<file path="config.mk">
export PLATFORM = sky130hd
export DESIGN_NAME = lfsr_feedback_solver_flat
export DESIGN_NICKNAME = d
export VERILOG_FILES = /design/src/rtl/lfsr_feedback_solver_if.sv /design/src/rtl/lfsr_feedback_solver.sv /design/src/flat_wrapper.sv
export SDC_FILE = /design/constraint.sdc
export NUM_CORES = 1
export LEC_CHECK = 0
export CORE_AREA = 5 5 72 74
export DETAILED_ROUTE_END_ITERATION = 8
export DIE_AREA = 0 0 77 79
export GPL_ROUTABILITY_DRIVEN = 1
export GPL_TIMING_DRIVEN = 0
export HOLD_SLACK_MARGIN = 0.05
export PLACE_DENSITY = 0.75
export SLEW_MARGIN = 20
export SYNTH_ARGS = -nofsm -noshare
export SYNTH_HDL_FRONTEND = slang
export SYNTH_SLANG_ARGS = --single-unit
</file>
<file path="constraint.sdc">
create_clock -name clk -period 6.28 [get_ports clk]
set_input_delay 0.628 -clock clk [delete_from_list [all_inputs] [get_ports clk]]
set_output_delay 0.628 -clock clk [all_outputs]
set_load 0.01 [all_outputs]
</file>
<file path="src/rtl/lfsr_feedback_solver_if.sv">
// Sample/result bundle between a 2-bit shift-sequence source and the feedback solver.
// The source side drives clear and samples; the solver side returns its candidate state.
interface lfsr_feedback_solver_if #(
    parameter int unsigned CNT_W = 8
);
    logic             clear;
    logic             in_valid;
    logic [1:0]       in_data;
    logic [15:0]      cand_mask;
    logic             locked;
    logic [3:0]       func_idx;
    logic             pred_valid;
    logic [1:0]       pred_data;
    logic             shift_err;
    logic             consistent;
    logic [CNT_W-1:0] sample_cnt;

    modport master (
        output clear, in_valid, in_data,
        input  cand_mask, locked, func_idx, pred_valid, pred_data, shift_err, consistent,
               sample_cnt
    );

    modport slave (
        input  clear, in_valid, in_data,
        output cand_mask, locked, func_idx, pred_valid, pred_data, shift_err, consistent,
               sample_cnt
    );
endinterface

</file>
<file path="src/rtl/lfsr_feedback_solver.sv">
// Brute-force identifier for the feedback function of a 2-bit shift-style generator:
// prunes the 16 truth tables against observed transitions and predicts the next sample.
module lfsr_feedback_solver #(
    parameter int unsigned CNT_W = 8
) (
    input  logic                  clk,
    input  logic                  rst,
    lfsr_feedback_solver_if.slave bus
);
    typedef enum logic [1:0] {StEmpty, StTrack, StFail} state_e;

    state_e           r_state, w_state_nxt;
    logic [15:0]      r_mask, w_mask_nxt, w_filt;
    logic [1:0]       r_prev, w_prev_nxt;
    logic             r_shift_err, w_shift_err_nxt;
    logic [CNT_W-1:0] r_cnt, w_cnt_nxt;
    logic             w_any0, w_any1;
    logic [4:0]       w_ones;
    logic [3:0]       w_idx;

    // Candidate k's output for input j is bit j of k.
    function automatic logic tt_bit(input int k, input logic [1:0] j);
        logic [3:0] t;
        t = k[3:0];
        return t[j];
    endfunction

    always_ff @(posedge clk or posedge rst) begin
        if (rst) begin
            r_state     <= StEmpty;
            r_mask      <= 16'hFFFF;
            r_prev      <= 2'b00;
            r_shift_err <= 1'b0;
            r_cnt       <= '0;
        end else begin
            r_state     <= w_state_nxt;
            r_mask      <= w_mask_nxt;
            r_prev      <= w_prev_nxt;
            r_shift_err <= w_shift_err_nxt;
            r_cnt       <= w_cnt_nxt;
        end
    end

    always_comb begin
        w_state_nxt     = r_state;
        w_mask_nxt      = r_mask;
        w_prev_nxt      = r_prev;
        w_shift_err_nxt = r_shift_err;
        w_cnt_nxt       = r_cnt;
        w_filt          = r_mask;
        for (int k = 0; k < 16; k++) begin
            w_filt[k] = r_mask[k] & (tt_bit(k, r_prev) == bus.in_data[0]);
        end

        if (bus.clear) begin
            w_state_nxt     = StEmpty;
            w_mask_nxt      = 16'hFFFF;
            w_prev_nxt      = 2'b00;
            w_shift_err_nxt = 1'b0;
            w_cnt_nxt       = '0;
        end else if (bus.in_valid && (r_state != StFail)) begin
            w_prev_nxt = bus.in_data;
            if (r_cnt != '1) begin
                w_cnt_nxt = r_cnt + CNT_W'(1);
            end
            case (r_state)
                StEmpty: w_state_nxt = StTrack;
                StTrack: begin
                    // The high bit of every sample must be the previous low bit.
                    if (bus.in_data[1] != r_prev[0]) begin
                        w_shift_err_nxt = 1'b1;
                        w_state_nxt     = StFail;
                    end else begin
                        w_mask_nxt = w_filt;
                        if (w_filt == 16'h0000) begin
                            w_state_nxt = StFail;
                        end
                    end
                end
                default: w_state_nxt = r_state;
            endcase
        end
    end

    always_comb begin
        w_any0 = 1'b0;
        w_any1 = 1'b0;
        w_ones = '0;
        w_idx  = '0;
        for (int k = 15; k >= 0; k--) begin
            if (r_mask[k]) begin
                w_idx = 4'(k);
                if (tt_bit(k, r_prev)) w_any1 = 1'b1;
                else                   w_any0 = 1'b1;
            end
            w_ones = w_ones + 5'(r_mask[k]);
        end
    end

    always_comb begin
        bus.cand_mask  = r_mask;
        bus.func_idx   = w_idx;
        bus.locked     = (w_ones == 5'd1) && (r_state != StFail);
        bus.pred_valid = (r_state == StTrack) && (w_any0 != w_any1);
        bus.pred_data  = bus.pred_valid ? {r_prev[0], w_any1} : 2'b00;
        bus.shift_err  = r_shift_err;
        bus.consistent = (r_mask != 16'h0000) && !r_shift_err;
        bus.sample_cnt = r_cnt;
    end
endmodule

</file>
<file path="src/flat_wrapper.sv">
// flat-port wrapper written by rule: the top's interface ports become plain ports
module lfsr_feedback_solver_flat 
#(
    parameter int unsigned CNT_W = 8
)
  (clk, rst, bus_clear, bus_in_valid, bus_in_data, bus_cand_mask, bus_locked, bus_func_idx, bus_pred_valid, bus_pred_data, bus_shift_err, bus_consistent, bus_sample_cnt);
  lfsr_feedback_solver_if #(.CNT_W(CNT_W)) bus_i ();
  input  logic clk;
  input  logic rst;
  input wire logic [$bits(bus_i.clear)-1:0] bus_clear;
  input wire logic [$bits(bus_i.in_valid)-1:0] bus_in_valid;
  input wire logic [$bits(bus_i.in_data)-1:0] bus_in_data;
  output wire logic [$bits(bus_i.cand_mask)-1:0] bus_cand_mask;
  output wire logic [$bits(bus_i.locked)-1:0] bus_locked;
  output wire logic [$bits(bus_i.func_idx)-1:0] bus_func_idx;
  output wire logic [$bits(bus_i.pred_valid)-1:0] bus_pred_valid;
  output wire logic [$bits(bus_i.pred_data)-1:0] bus_pred_data;
  output wire logic [$bits(bus_i.shift_err)-1:0] bus_shift_err;
  output wire logic [$bits(bus_i.consistent)-1:0] bus_consistent;
  output wire logic [$bits(bus_i.sample_cnt)-1:0] bus_sample_cnt;
  assign bus_i.clear = bus_clear;
  assign bus_i.in_valid = bus_in_valid;
  assign bus_i.in_data = bus_in_data;
  assign bus_cand_mask = bus_i.cand_mask;
  assign bus_locked = bus_i.locked;
  assign bus_func_idx = bus_i.func_idx;
  assign bus_pred_valid = bus_i.pred_valid;
  assign bus_pred_data = bus_i.pred_data;
  assign bus_shift_err = bus_i.shift_err;
  assign bus_consistent = bus_i.consistent;
  assign bus_sample_cnt = bus_i.sample_cnt;
  lfsr_feedback_solver #(.CNT_W(CNT_W)) u_core (.clk(clk), .rst(rst), .bus(bus_i));
endmodule
</file>
==> results of run 1 <==
==> synth_stat cells, drive strengths merged, types with 3 or more instances <==
master | count | area, µm²
xnor2 | 10 | 95.1
nand2b | 11 | 68.8
clkbuf | 9 | 36.3
dfrtp | 13 | 325
mux2i | 16 | 160
ha | 15 | 188
fa | 10 | 200
nor3 | 7 | 35.0
dfstp | 16 | 420
nand3 | 9 | 45.0
nand4 | 6 | 37.5
xor2 | 5 | 43.8
inv | 30 | 113
o21ai | 13 | 65.1
nand2 | 21 | 78.8
and3 | 3 | 18.8
a21oi | 11 | 55.1
a211oi | 3 | 22.5
nor2 | 15 | 56.3
a21o | 7 | 52.6
nor4 | 5 | 37.5
==> power breakdown <==
group	switching, mW	leakage [nW]	internal, mW
logic	0.0698	0.842	0.0567
clock network	0.0723	0.0585	0.129
registers	0.0125	0.346	0.197
==> logic make-up after synthesis <==
family | count (synthesis)
adders and majority gates | 25
muxes | 16
and+or+nand+nor | 85
AOI/OAI and AO/OA | 46
DFF | 29
xor gates and xnor gates | 15
buffers and inverters | 40
==> how the worst max path moves through the flow <==
| stage | endpoint | slack (ns) |
|---|---|---|
| 2_1_floorplan | bus_locked | 1.42 |
| 3_3_place_gp | bus_locked | 0.75 |
| 3_5_place_dp | bus_locked | 0.72 |
| 4_1_cts | bus_locked | 0.41 |
| 5_1_grt | bus_locked | 0.14 |
| 6_report | bus_locked | 0.45 |
==> critical path: stages, from the launching register on <==
cell and delay [ns]:
dfstp_2 0.58, inv_1 0.11, ha_1 0.30, inv_1 0.05, fa_1 0.47, inv_1 0.05, fa_1 0.47, fa_1 0.52
inv_1 0.05, fa_1 0.44, fa_1 0.37, inv_1 0.09, fa_1 0.41, nor4_1 0.29, and3_1 0.19, clkdlybuf4s50_1 0.54
==> state kept, by name, indices dropped and copies added (netlist names) <==
register               cells
u_core.bus.cand_mask      16
u_core.bus.sample_cnt      8
u_core.r_prev              2
u_core.r_state             2
u_core.bus.shift_err       1
==> per-stage QoR <==
stage	hold WS [ns]	worst slack (ns)
detailed placement	0.512	0.722
finish	0.519	0.446
global placement	0.517	0.747
CTS	0.521	0.407
global route	0.553	0.141
floorplan	0.512	1.42
==> area by class of cell <==
| class | instances | area share, % |
|---|---|---|
| sequential | 29 | 25.9 |
| timing repair buffer | 37 | 12.8 |
| clock buffer | 7 | 2.99 |
| tap | 54 | 2.34 |
| inverter | 30 | 3.91 |
| clock inverter | 1 | 1.04 |
| multi-input combinational | 187 | 49.3 |
| buffer | 10 | 1.65 |
==> layer usage <==
metal / vias to the layer above / part of all wire, %
met5: - / 0
met3: 11 / 6.7
met2: 70 / 48
li1: 955 / -
met1: 945 / 43
met4: 0 / 2.1
==> layout by cell type, fill, tap and decap left out, types with 2 or more instances in the layout <==
cell type,netlist,layout
a211oi_1,3,3
o21ai_0,13,13
nor2_1,15,15
nand3_1,9,9
nand2b_1,11,11
o31ai_1,2,2
o211ai_1,2,2
clkbuf_1,7,8
mux2i_1,16,16
dfrtp_1,13,13
nor2b_1,2,2
dfstp_2,16,16
clkbuf_2,2,2
clkbuf_8,0,6
a21o_1,7,7
inv_1,30,29
xor2_1,5,5
and3_1,3,3
nand4_1,6,6
nor4_1,4,4
a21oi_1,11,11
fa_1,10,10
nor3_1,7,7
xnor2_1,9,9
clkdlybuf4s50_1,0,37
ha_1,15,15
or3_1,2,2
nand2_1,21,21
==> flow_metrics.env, run 1 <==
export IMPL_synth_area_um2=2330
export IMPL_p_leak_nw=1.25
export IMPL_io_pins=40
export IMPL_synthArstFlopShare_pct=100
export IMPL_synth_nets=287
export IMPL_worstRegToRegCells=8
export IMPL_synthAdderAreaFrac_pct=16.7
export IMPL_slew_viol_final=0
export IMPL_dpl_cell_area_um2=2770
export IMPL_rrSetupSlack_ns=3.90
export IMPL_synthCells=256
export IMPL_routed_wl_mm=5.77
export IMPL_fin_crit_sh_pct=92.9
export IMPL_final_net_count=331
export IMPL_irDropWorstVdd_v=0.000122
export IMPL_synthMuxAreaShare_pct=6.88
export IMPL_antenna_found_initial=0
export IMPL_fin_setup_tns_ns=0
export IMPL_wl_per_cell_um=16.2
export IMPL_core_um2=4540
export IMPL_initial_core_util_pct=51.3
export IMPL_whs_endpoint="u_core.bus.cand_mask[14]"
export IMPL_grt_busiest_layer="met2"
export IMPL_multi_input_area_um2=1420
export IMPL_cts_buffer_depth=2
export IMPL_grt_pass1_vias=2005
export IMPL_place_gp_congestion=0.889
export IMPL_hold_depth=2
export IMPL_synth_xor_area_share_pct=5.96
export IMPL_use_met2_pct=34.6
export IMPL_power_density_nw_per_um2=187
export IMPL_synth_top_family_by_area="simple AND/OR/NAND/NOR gates"
export IMPL_min_path_type="register to register"
export IMPL_grtUsageMet1_pct=26.3
export IMPL_startpoint_type="register"
export IMPL_finalHoldViolations=0
export IMPL_yosysWarnings=0
export IMPL_synthSimpleGateAreaFrac_pct=18.9
export IMPL_grtUsageTotal_pct=20.5
export IMPL_drt_iter0_markers=121
export IMPL_grt_ovfl_total=0
export IMPL_r2r_end="u_core.r_state[1]"
export IMPL_area_delta_synth_final_pct=23.8
export IMPL_cp_max_fo=6
export IMPL_cts_sinks=29
export IMPL_rsz0062_at_grt="no"
export IMPL_rr_startpoint="u_core.r_prev[0]"
export IMPL_endpoint_kind="output port"
export IMPL_avgSynthCellArea_um2=9.10
export IMPL_use_met3_pct=4.42
export IMPL_ys_ff_latch=29
export IMPL_layoutNonFillerInstCount=355
export IMPL_outcome="finished clean"
export IMPL_drive_gt1_share_pct=10.6
export IMPL_insertion_delay_ns=0.29
export IMPL_vias=1981
export IMPL_hold_path_startpoint="u_core.bus.cand_mask[14]"
export IMPL_hpwlAfterDp_mm=4.39
export IMPL_grt_pass1_wl_mm=9.87
export IMPL_die_height_um=79
export IMPL_ys_flop_type="dfstp_2"
export IMPL_htreeDepth=2
export IMPL_nFillCells=391
export IMPL_clock_fmax_mhz=171
export IMPL_synth_cell_types=41
export IMPL_slew_headroom_pct=58.7
export IMPL_finalClockSkew_ns=0.00678
export IMPL_synth_edff_count=0
export IMPL_regArea_um2=746
export IMPL_cts_buffers=5
export IMPL_placedCellCount=347
export IMPL_drc=0
export IMPL_fp_dieW_um=77
export IMPL_crit_start="u_core.bus.cand_mask[14]"
export IMPL_cts_tree="built"
export IMPL_finalSetupViolations=0
export IMPL_finalInstanceArea_um2=2880
export IMPL_synth_compound_area_share_pct=12.7
export IMPL_path_class="register to output port"
export IMPL_worstMarginPinSlew_ns=0.618
export IMPL_ant_nets=0
export IMPL_die_area_um2=6080
export IMPL_seq_area_frac_synth_pct=32.0
export IMPL_cts_root_buf="clkbuf_8"
export IMPL_rows=25
export IMPL_cp_required_ns=5.65
export IMPL_path_clk_slew_ns=0.06
export IMPL_antenna_diode_count=0
export IMPL_grt_max_degree=30
export IMPL_hold_buffers=0
export IMPL_viasPerCell=5.58
export IMPL_cap_violations=0
export IMPL_io_buffer_count=37
export IMPL_final_util_pct=63.6
export IMPL_period_minus_slack_ns=5.83
export IMPL_report_power_total_mw=0.538
export IMPL_firstDrtPassIters=4
export IMPL_ctsResizeCount=0
export IMPL_critPathArrivalTime_ns=5.21
export IMPL_cts_setup_buffers=0
(Power assumes the default switching activity.)
==> run 2, diff against run 1 <==
- ABC_AREA: not set -> 1
- CORE_AREA: 5 5 72 74 -> 5 5 73 75
- DIE_AREA: 0 0 77 79 -> 0 0 78 80
- SKIP_CTS_REPAIR_TIMING: not set -> 1
==> run 2 against run 1 <==
Against the previous run: global-route usage is 2.3 points higher; critical path depth is 1 higher; fmax is 1.3% lower; highest routed layer unchanged; sequential share of layout area is 0.39 points lower; clock power is 24% lower; critical path type unchanged.
==> flow_metrics.env, run 2 <==
export IMPL_outcome="finished clean"
export IMPL_avgSynthCellArea_um2=7.67
export IMPL_endpoint_kind="output port"
export IMPL_yosys_top_cells_area="dfstp_2, dfrtp_1, nand2_1"
export IMPL_final_common_cell="nand2_1"
export IMPL_synth_cell_types=37
export IMPL_grtUsageMet1_pct=29.5
export IMPL_place_gp_congestion=0.930
export IMPL_p_int_mw=0.406
export IMPL_path_clk_slew_ns=0.06
export IMPL_use_met2_pct=36.7
export IMPL_cap_violations=0
export IMPL_wl_per_cell_um=16.1
export IMPL_io_pins=40
export IMPL_cp_required_ns=5.65
export IMPL_hpwlAfterDp_mm=5.24
export IMPL_synth_top_cell_area_share_pct=17.6
export IMPL_ys_ff_latch=29
export IMPL_rows=25
export IMPL_antenna_diode_count=0
export IMPL_synth_nets=342
export IMPL_cts_root_buf="clkbuf_8"
export IMPL_io_buffer_count=39
export IMPL_core_um2=4600
export IMPL_crit_chain="inv_1 > ha_1 > inv_1 > fa_1 > inv_1 > fa_1 > fa_1 > inv_1 > fa_1 > fa_1 > inv_1 > fa_1 > nor4_1 > o2111ai_1 > inv_1 > clkdlybuf4s50_1"
export IMPL_nFillCells=413
export IMPL_area_delta_synth_final_pct=22.7
export IMPL_slew_viol_final=0
export IMPL_fin_setup_tns_ns=0
export IMPL_switchingPower_mw=0.281
export IMPL_cts_tree="built"
export IMPL_most_common_layout_cells="nand2_1, inv_1, clkdlybuf4s50_1, nor2_1, o21ai_0"
export IMPL_finalSetupViolations=0
export IMPL_seq_area_frac_synth_pct=31.3
export IMPL_regArea_um2=746
export IMPL_period_minus_slack_ns=5.91
export IMPL_worstMarginPinSlew_ns=0.605
export IMPL_irDropWorstVdd_v=0.000218
export IMPL_fp_dieW_um=78
export IMPL_grt_pass1_vias=2332
export IMPL_synth_common_cells="nand2_1, inv_1, nor2_1"
export IMPL_initial_core_util_pct=51.9
export IMPL_cts_buffer_depth=2
export IMPL_cts_sinks=29
export IMPL_critPathArrivalTime_ns=5.28
export IMPL_synthArstFlopShare_pct=100
export IMPL_report_power_total_mw=0.687
export IMPL_final_util_pct=63.6
export IMPL_use_met3_pct=5.98
export IMPL_drt_iter0_markers=158
export IMPL_grt_ovfl_total=0
export IMPL_synthCells=311
export IMPL_path_class="register to output port"
export IMPL_ys_flop_type="dfstp_2"
export IMPL_grt_max_degree=30
export IMPL_cp_max_fo=5
export IMPL_multi_input_area_um2=1390
export IMPL_power_density_nw_per_um2=235
export IMPL_cts_buffers=5
export IMPL_drc=0
export IMPL_die_area_um2=6240
export IMPL_synthMostInstantiatedCell="nand2_1"
export IMPL_clkPwrFrac_pct=22.1
export IMPL_insertion_delay_ns=0.28
export IMPL_min_path_type="register to register"
export IMPL_antenna_found_initial=0
export IMPL_firstDrtPassIters=5
export IMPL_ant_nets=0
export IMPL_p_leak_nw=1.42
export IMPL_p_seq_share_pct=35.4
export IMPL_slew_headroom_pct=59.6
export IMPL_vias=2295
export IMPL_cpPeakStageDelay_ns=0.58
export IMPL_finalClockSkew_ns=0.00532
export IMPL_grtUsageTotal_pct=22.8
export IMPL_fin_crit_sh_pct=94.1
export IMPL_largest_reg_flops=16
export IMPL_grt_busiest_layer="met2"
export IMPL_yosysTopAreaCell="dfstp_2"
export IMPL_crit_slowest_cell="dfstp_2"
export IMPL_rsz0062_at_grt="no"
export IMPL_drive_gt1_share_pct=12.8
export IMPL_finalInstanceArea_um2=2930
export IMPL_clock_fmax_mhz=169
export IMPL_p_comb_share_pct=42.5
export IMPL_finalHoldViolations=0
export IMPL_yosysWarnings=0
export IMPL_startpoint_type="register"
export IMPL_power_switching_share_pct=40.8
export IMPL_final_net_count=388
export IMPL_synth_edff_count=0
export IMPL_synth_area_um2=2390
export IMPL_die_height_um=80
export IMPL_routed_wl_mm=6.63
export IMPL_grt_pass1_wl_mm=11.2
export IMPL_htreeDepth=2
export IMPL_viasPerCell=5.57
export IMPL_dpl_cell_area_um2=2840
==> run 2: cell count changes after synthesis, moves of 11 or more <==
cell	change
nand2_1	+44
inv_1	+25
mux2i_1	-16
o211ai_1	+13
nand2b_1	-11
nor2_1	+11
==> run 2: cell type report <==
type	count	share of cell area, %
Multi-Input combinational cell	218	47.5
Inverter	60	7.70
Sequential cell	29	25.5
Buffer	4	0.812
Clock inverter	2	0.342
Tap cell	54	2.31
Timing Repair Buffer	39	13.3
Clock buffer	6	2.48
==> run 2: kinds of logic after synthesis <==
kind of cell    Yosys count  synth area share [%]
simple gates            134                  26.1
fa+ha+maj                25                  16.3
buf+inv                  64                  10.4
compound gates           56                  14.8
xor+xnor                  3                  1.10
flops                    29                  31.3
==> run 2: layer usage <==
| metal | share of wire (%) | routed length [µm] | vias to the layer above |
|---|---|---|---|
| met2 | 47 | 3110 | 106 |
| li1 | - | - | 1114 |
| met4 | 2.2 | 143 | 0 |
| met3 | 7.9 | 523 | 15 |
| met1 | 43 | 2860 | 1060 |
| met5 | 0 | 0 | - |
==> run 2: power groups by stage <==
stage	Combinational, mW	Clock (mW)	Sequential [mW]
5_1_grt	0.335	0.163	0.247
3_3_place_gp	0.282	0	0.245
4_1_cts	0.293	0.152	0.243
3_5_place_dp	0.290	0	0.246
2_1_floorplan	0.195	0	0.243
6_report	0.292	0.152	0.243
==> run 2: worst max-delay path, delay by kind of cell, from the launching register on <==
family	cells	cell delay, ns
adders and majority gates	7	3.00
buffers and inverters	7	0.95
DFF	1	0.58
and+or+nand+nor	1	0.31
AOI/OAI and AO/OA	1	0.16
==> run 2: path summary, 6_finish.rpt <==
check                                    startpoint                  endpoint  slack, ns  depth (start not counted)
max                        u_core.bus.cand_mask[14]                bus_locked       0.37                         16
max in group asynchronous                       rst         u_core.r_state[0]       5.14                          2
min                               u_core.r_state[0]         u_core.r_state[0]       0.52                          2
min reg2reg                       u_core.r_state[0]         u_core.r_state[0]       0.52                          2
max reg2reg                        u_core.r_prev[0]         u_core.r_state[0]       4.16                          9
min in group asynchronous                       rst  u_core.bus.sample_cnt[4]       0.74                          2
==> run 2: stage by stage <==
step	hold slack, ns	std cells	setup WS [ns]
2_1_floorplan	0.457	311	1.38
3_3_place_gp	0.474	404	0.744
3_5_place_dp	0.505	404	0.642
4_1_cts	0.519	412	0.337
5_1_grt	0.572	412	0.0951
6_report	0.517	412	0.370
==> RTL change 1 (config.mk and constraints of run 1) <==
`CNT_W` is set to 8 in 3 places; all go to 7.
--- a/src/rtl/lfsr_feedback_solver_if.sv
+++ b/src/rtl/lfsr_feedback_solver_if.sv
@@ -1,7 +1,7 @@
 // Sample/result bundle between a 2-bit shift-sequence source and the feedback solver.
 // The source side drives clear and samples; the solver side returns its candidate state.
 interface lfsr_feedback_solver_if #(
-    parameter int unsigned CNT_W = 8
+    parameter int unsigned CNT_W = 7
 );
     logic             clear;
     logic             in_valid;
--- a/src/rtl/lfsr_feedback_solver.sv
+++ b/src/rtl/lfsr_feedback_solver.sv
@@ -1,7 +1,7 @@
 // Brute-force identifier for the feedback function of a 2-bit shift-style generator:
 // prunes the 16 truth tables against observed transitions and predicts the next sample.
 module lfsr_feedback_solver #(
-    parameter int unsigned CNT_W = 8
+    parameter int unsigned CNT_W = 7
 ) (
     input  logic                  clk,
     input  logic                  rst,
--- a/src/flat_wrapper.sv
+++ b/src/flat_wrapper.sv
@@ -1,7 +1,7 @@
 // flat-port wrapper written by rule: the top's interface ports become plain ports
 module lfsr_feedback_solver_flat 
 #(
-    parameter int unsigned CNT_W = 8
+    parameter int unsigned CNT_W = 7
 )
   (clk, rst, bus_clear, bus_in_valid, bus_in_data, bus_cand_mask, bus_locked, bus_func_idx, bus_pred_valid, bus_pred_data, bus_shift_err, bus_consistent, bus_sample_cnt);
   lfsr_feedback_solver_if #(.CNT_W(CNT_W)) bus_i ();
Ports: changed (resized bus_sample_cnt); port bits go from 40 to 39. The function was not compared with the original's and may differ.
==> RTL change 1 against run 1 <==
Count of clock-buffer cells in the layout decreased by 3. Clock power shrank 44%. Combinational power rose by 13%. Worst setup slack gained 0.010 ns. Cell area shrank 4.7%. Sequential cell count fell by 1. Synthesized area decreased by 2.7%. Critical endpoint unchanged. Utilization decreased by 3.0 points. Non-clock buffer count decreased by 3. Routed wire length is 3.0% lower. Power decreased by 13%.
==> RTL change 1: results <==
export IMPL_status="finished clean"
export IMPL_buffers=44
export IMPL_final_cell_count_no_fill=333
export IMPL_ys_top_cells_by_count="inv_1 (29), dfstp_2 (16), nor2_1 (16)"
export IMPL_numCtsBuffers=3
export IMPL_synthAdderAreaFrac_pct=17.13
export IMPL_layout_drive_gt1_share_pct=11.83
export IMPL_hold_path_cell_count=1
export IMPL_synth_top_area_share_pct=18.56
export IMPL_grtUsageMet3_pct=2.381
export IMPL_grt_usage_pct=19.18
export IMPL_grt_max_degree=29
export IMPL_p_leak_nw=1.191
export IMPL_whs_endpoint="u_core.bus.cand_mask[0]$_DFFE_PP1P_"
export IMPL_nets=311
export IMPL_wl_met1_um=2575
export IMPL_vias_per_cell=5.586
export IMPL_multi_input_cells=174
export IMPL_wirelength_um=5591
export IMPL_grt_pass1_vias=1993
export IMPL_multi_input_area_um2=1386
export IMPL_ir_drop_mv=0.1025
export IMPL_initialDrtViolationCount=76
export IMPL_dpl_hpwl_um=4295
export IMPL_hold_start="u_core.bus.cand_mask[0]$_DFFE_PP1P_"
export IMPL_sw_frac_of_total_pct=32.58
export IMPL_yosysSeqAreaShare_pct=31.82
export IMPL_grt_pass1_wl_um=9501
export IMPL_synth_xor_area_share_pct=6.575
export IMPL_clkSlewWorstSetupHoldPaths_ns=0.09
export IMPL_routabilityCongestion=0.8504
export IMPL_met2_length_um=2680
export IMPL_synth_compound_area_share_pct=14.31
export IMPL_met2_usage_pct=33.53
export IMPL_min_path_type="reg -> reg"
export IMPL_io_buffer_count=36
export IMPL_cts_htree_levels=1
export IMPL_comb_power_share_pct=30.7
export IMPL_yosys_warnings=0
export IMPL_n_clock_buffer=4
export IMPL_slowest_delay_ns=0.61
export IMPL_fin_skew_ns=0.003358
export IMPL_syn_area_per_cell_um2=9.476
export IMPL_yosysUniqueCellTypes=44
export IMPL_num_fill_cells=400
export IMPL_synth_area_leaders="dfstp_2 (19%), dfrtp_1 (13%), fa_1 (8.8%)"
export IMPL_clk_share_pct=2.004
export IMPL_synth_mux_area_share_pct=6.740
export IMPL_tightest_slew_ns=0.5776
export IMPL_timing_rr_end="u_core.r_state[0]$_DFFE_PP0P_"
export IMPL_r2r_setup_slack_ns=4.05
export IMPL_arrival_ns=5.20
export IMPL_p_seq_share_pct=45.2
export IMPL_cts_sinks=28
export IMPL_wl_met3_um=258
export IMPL_clock_root_buffer="clkbuf_8"
export IMPL_synthesis_nets=270
==> RTL change 1: cell types whose count changed after synthesis, moves of 2 or more <==
| cell | change |
|---|---|
| xor2_1 | +6 |
| xnor2_1 | -3 |
| mux2i_1 | -6 |
| clkbuf_1 | -2 |
| nand2_1 | -10 |
| mux2_2 | +2 |
| nor3_1 | -3 |
| clkbuf_2 | -2 |
| a21o_1 | -5 |
| mux2_4 | +2 |
==> RTL change 1: kinds of logic (layout without fill, tap and decap cells) <==
kind of cell,count (synthesis),in the layout
AOI/OAI and AO/OA,47,47
muxes,14,14
buffers and inverters,37,77
DFF,28,28
and+or+nand+nor,71,71
adders and majority gates,25,25
xor gates and xnor gates,17,17
==> RTL change 1: per-stage QoR <==
step,hold WS (ns),util (%),worst slack (ns),total power [mW],cell area [um2]
after floorplan,0.5113,-,1.421,0.3116,2265
after global placement,0.5226,59.37,0.8534,0.3526,2693
after detailed placement,0.5256,59.37,0.7462,0.3574,2693
after CTS,0.5412,60.58,0.4453,0.4707,2748
after global routing,0.5506,60.58,0.2494,0.5049,2748
final,0.5381,60.58,0.4566,0.4659,2748
==> RTL change 1: worst max path at each step <==
stage / from / endpoint / slack, ns / cells after the start
global placement: u_core.bus.cand_mask[14]$_DFFE_PP1P_ / bus_locked / 0.85 / 15
floorplan: u_core.bus.cand_mask[14]$_DFFE_PP1P_ / bus_locked / 1.42 / 14
global route: u_core.bus.cand_mask[14]$_DFFE_PP1P_ / bus_locked / 0.25 / 15
detailed placement: u_core.bus.cand_mask[14]$_DFFE_PP1P_ / bus_locked / 0.75 / 15
finish: u_core.bus.cand_mask[14]$_DFFE_PP1P_ / bus_locked / 0.46 / 15
CTS: u_core.bus.cand_mask[14]$_DFFE_PP1P_ / bus_locked / 0.45 / 15
==> RTL change 2 (config.mk and constraints of run 1) <==
Made on the original files. The 3 states of `state_e` get a one-hot encoding in 3 bits.
--- a/src/rtl/lfsr_feedback_solver.sv
+++ b/src/rtl/lfsr_feedback_solver.sv
@@ -7,7 +7,7 @@
     input  logic                  rst,
     lfsr_feedback_solver_if.slave bus
 );
-    typedef enum logic [1:0] {StEmpty, StTrack, StFail} state_e;
+    typedef enum logic [2:0] {StEmpty = 3'b001, StTrack = 3'b010, StFail = 3'b100} state_e;
 
     state_e           r_state, w_state_nxt;
     logic [15:0]      r_mask, w_mask_nxt, w_filt;
Behaviour: same outputs for any inputs over 4 cycles, from zero or initial values and one cycle with rst high; so few cycles prove little.
==> RTL change 2 against run 1 <==
Worst setup slack better by 0.13 ns. Sequential cell count grew 1. Synthesized area rose by 1.6%. First-iteration DRC count down 33%. Cell area rose by 3.0%. Count of clock-buffer cells in the layout down 1. Hold slack improved by 0.0044 ns. Routed wire length rose by 1.1%. Clock skew is 0.0014 ns higher. Largest cell class unchanged. Highest routed layer unchanged.
Power is not compared: it rests on default switching activity, and its combinational part moved more than twofold at a synthesized area within 25%.
==> RTL change 2: results <==
export IMPL_buffers=50
export IMPL_layout_drive_gt1_share_pct=12.91
export IMPL_fin_skew_ns=0.008140
export IMPL_layout_min_cycle_time_ns=5.701
export IMPL_initialDrtViolationCount=81
export IMPL_num_fill_cells=381
export IMPL_grt_max_degree=31
export IMPL_seq_cells=30
export IMPL_routabilityCongestion=0.9398
export IMPL_internal_power_mw=0.4994
export IMPL_clkSlewWorstSetupHoldPaths_ns=0.07
export IMPL_holdWs_ns=0.5237
export IMPL_io_buffer_count=39
export IMPL_clock_latency_ns=0.28
export IMPL_max_slew_margin_pct=58.92
export IMPL_dieArea_um2=6083
export IMPL_synth_area_leaders="dfstp_2 (19%), dfrtp_1 (14%), fa_1 (8.5%)"
export IMPL_ff2ff_path_depth=8
export IMPL_multi_input_area_share_pct=47.77
export IMPL_dp_slack_ns=0.4834
export IMPL_n_clock_buffer=6
export IMPL_yosysUniqueCellTypes=48
export IMPL_clk_share_pct=4.806
export IMPL_grt_usage_pct=20.36
export IMPL_r2r_setup_slack_ns=3.82
export IMPL_final_cell_count_no_fill=356
export IMPL_vias_per_cell=5.621
export IMPL_nets=332
export IMPL_whs_endpoint="u_core.bus.cand_mask[2]$_DFFE_PP1P_"
export IMPL_cts_max_path_buffers=2
export IMPL_syn_inst=255
export IMPL_synthesis_nets=286
export IMPL_timing_rr_end="u_core.r_state[1]$_DFFE_PP0P_"
export IMPL_crit_end="bus_locked"
export IMPL_antennaDiodeCount=0
export IMPL_arrival_ns=5.07
export IMPL_multi_input_cells=183
export IMPL_power_mw=0.7337
export IMPL_yosysSeqAreaShare_pct=32.65
export IMPL_inv_count=31
export IMPL_seq_share_pct=26.01
export IMPL_status="finished clean"
export IMPL_wl_per_cell_um=16.37
export IMPL_buf_share_pct=15.22
export IMPL_dpl_hpwl_um=4454
export IMPL_clock_root_buffer="clkbuf_8"
export IMPL_clockPowerShare_pct=33.2
export IMPL_fin_area_um2=2968
export IMPL_placed_cells=348
export IMPL_grt_pass1_vias=2010
export IMPL_placed_area_um2=2823
export IMPL_startpoint="u_core.bus.cand_mask[14]$_DFFE_PP1P_"
export IMPL_hold_start="u_core.bus.cand_mask[2]$_DFFE_PP1P_"
export IMPL_ys_top_cells_by_count="inv_1 (31), nand2_1 (22), nor2_1 (20)"
export IMPL_grt_pass1_wl_um=9777
-- RTL change 2: cell types whose count changed in the layout (fill, tap and decap cells not counted), moves of 3 or more --
| cell | before | now |
|---|---|---|
| nand3_1 | 9 | 2 |
| mux2i_1 | 16 | 12 |
| nor2_1 | 15 | 20 |
| o21ai_0 | 13 | 16 |
| nand2b_1 | 11 | 3 |
| a21o_1 | 7 | 3 |
| nor2b_1 | 2 | 6 |
| xor2_1 | 5 | 9 |
-- RTL change 2: worst max-delay path, stage by stage (launching register included) --
cell            delay [ns]
dfstp_2               0.59
inv_1                 0.11
ha_1                  0.29
inv_1                 0.05
fa_1                  0.48
inv_1                 0.05
fa_1                  0.47
fa_1                  0.51
inv_1                 0.05
fa_1                  0.44
fa_1                  0.36
inv_1                 0.09
fa_1                  0.40
or4_1                 0.52
nor3_1                0.19
dlymetal6s2s_1        0.19
-- RTL change 2: cell families after synthesis --
family | Yosys count | share of synthesized area [%]
AOI/OAI and AO/OA | 54 | 15.71
xor gates and xnor gates | 17 | 6.614
adders and majority gates | 25 | 16.40
buffers and inverters | 42 | 7.407
DFF | 30 | 32.65
muxes | 13 | 5.556
and+or+nand+nor | 74 | 15.66
-- RTL change 2: layer usage --
| metal | vias up | share of wire, % | track usage, % |
|---|---|---|---|
| met4 | 0 | 1.5 | 6.873 |
| met2 | 65 | 48 | 33.28 |
| met5 | - | 0 | 0 |
| met3 | 9 | 7.9 | 4.195 |
| met1 | 964 | 43 | 26.95 |
| li1 | 963 | - | - |
-- RTL change 2: timing repair --
item / CTS / global route
gates resized for setup: 0 / 1
hold buffers: 0 / 0
hold endpoints to repair: 0 / 0
setup endpoints to repair: 0 / 1
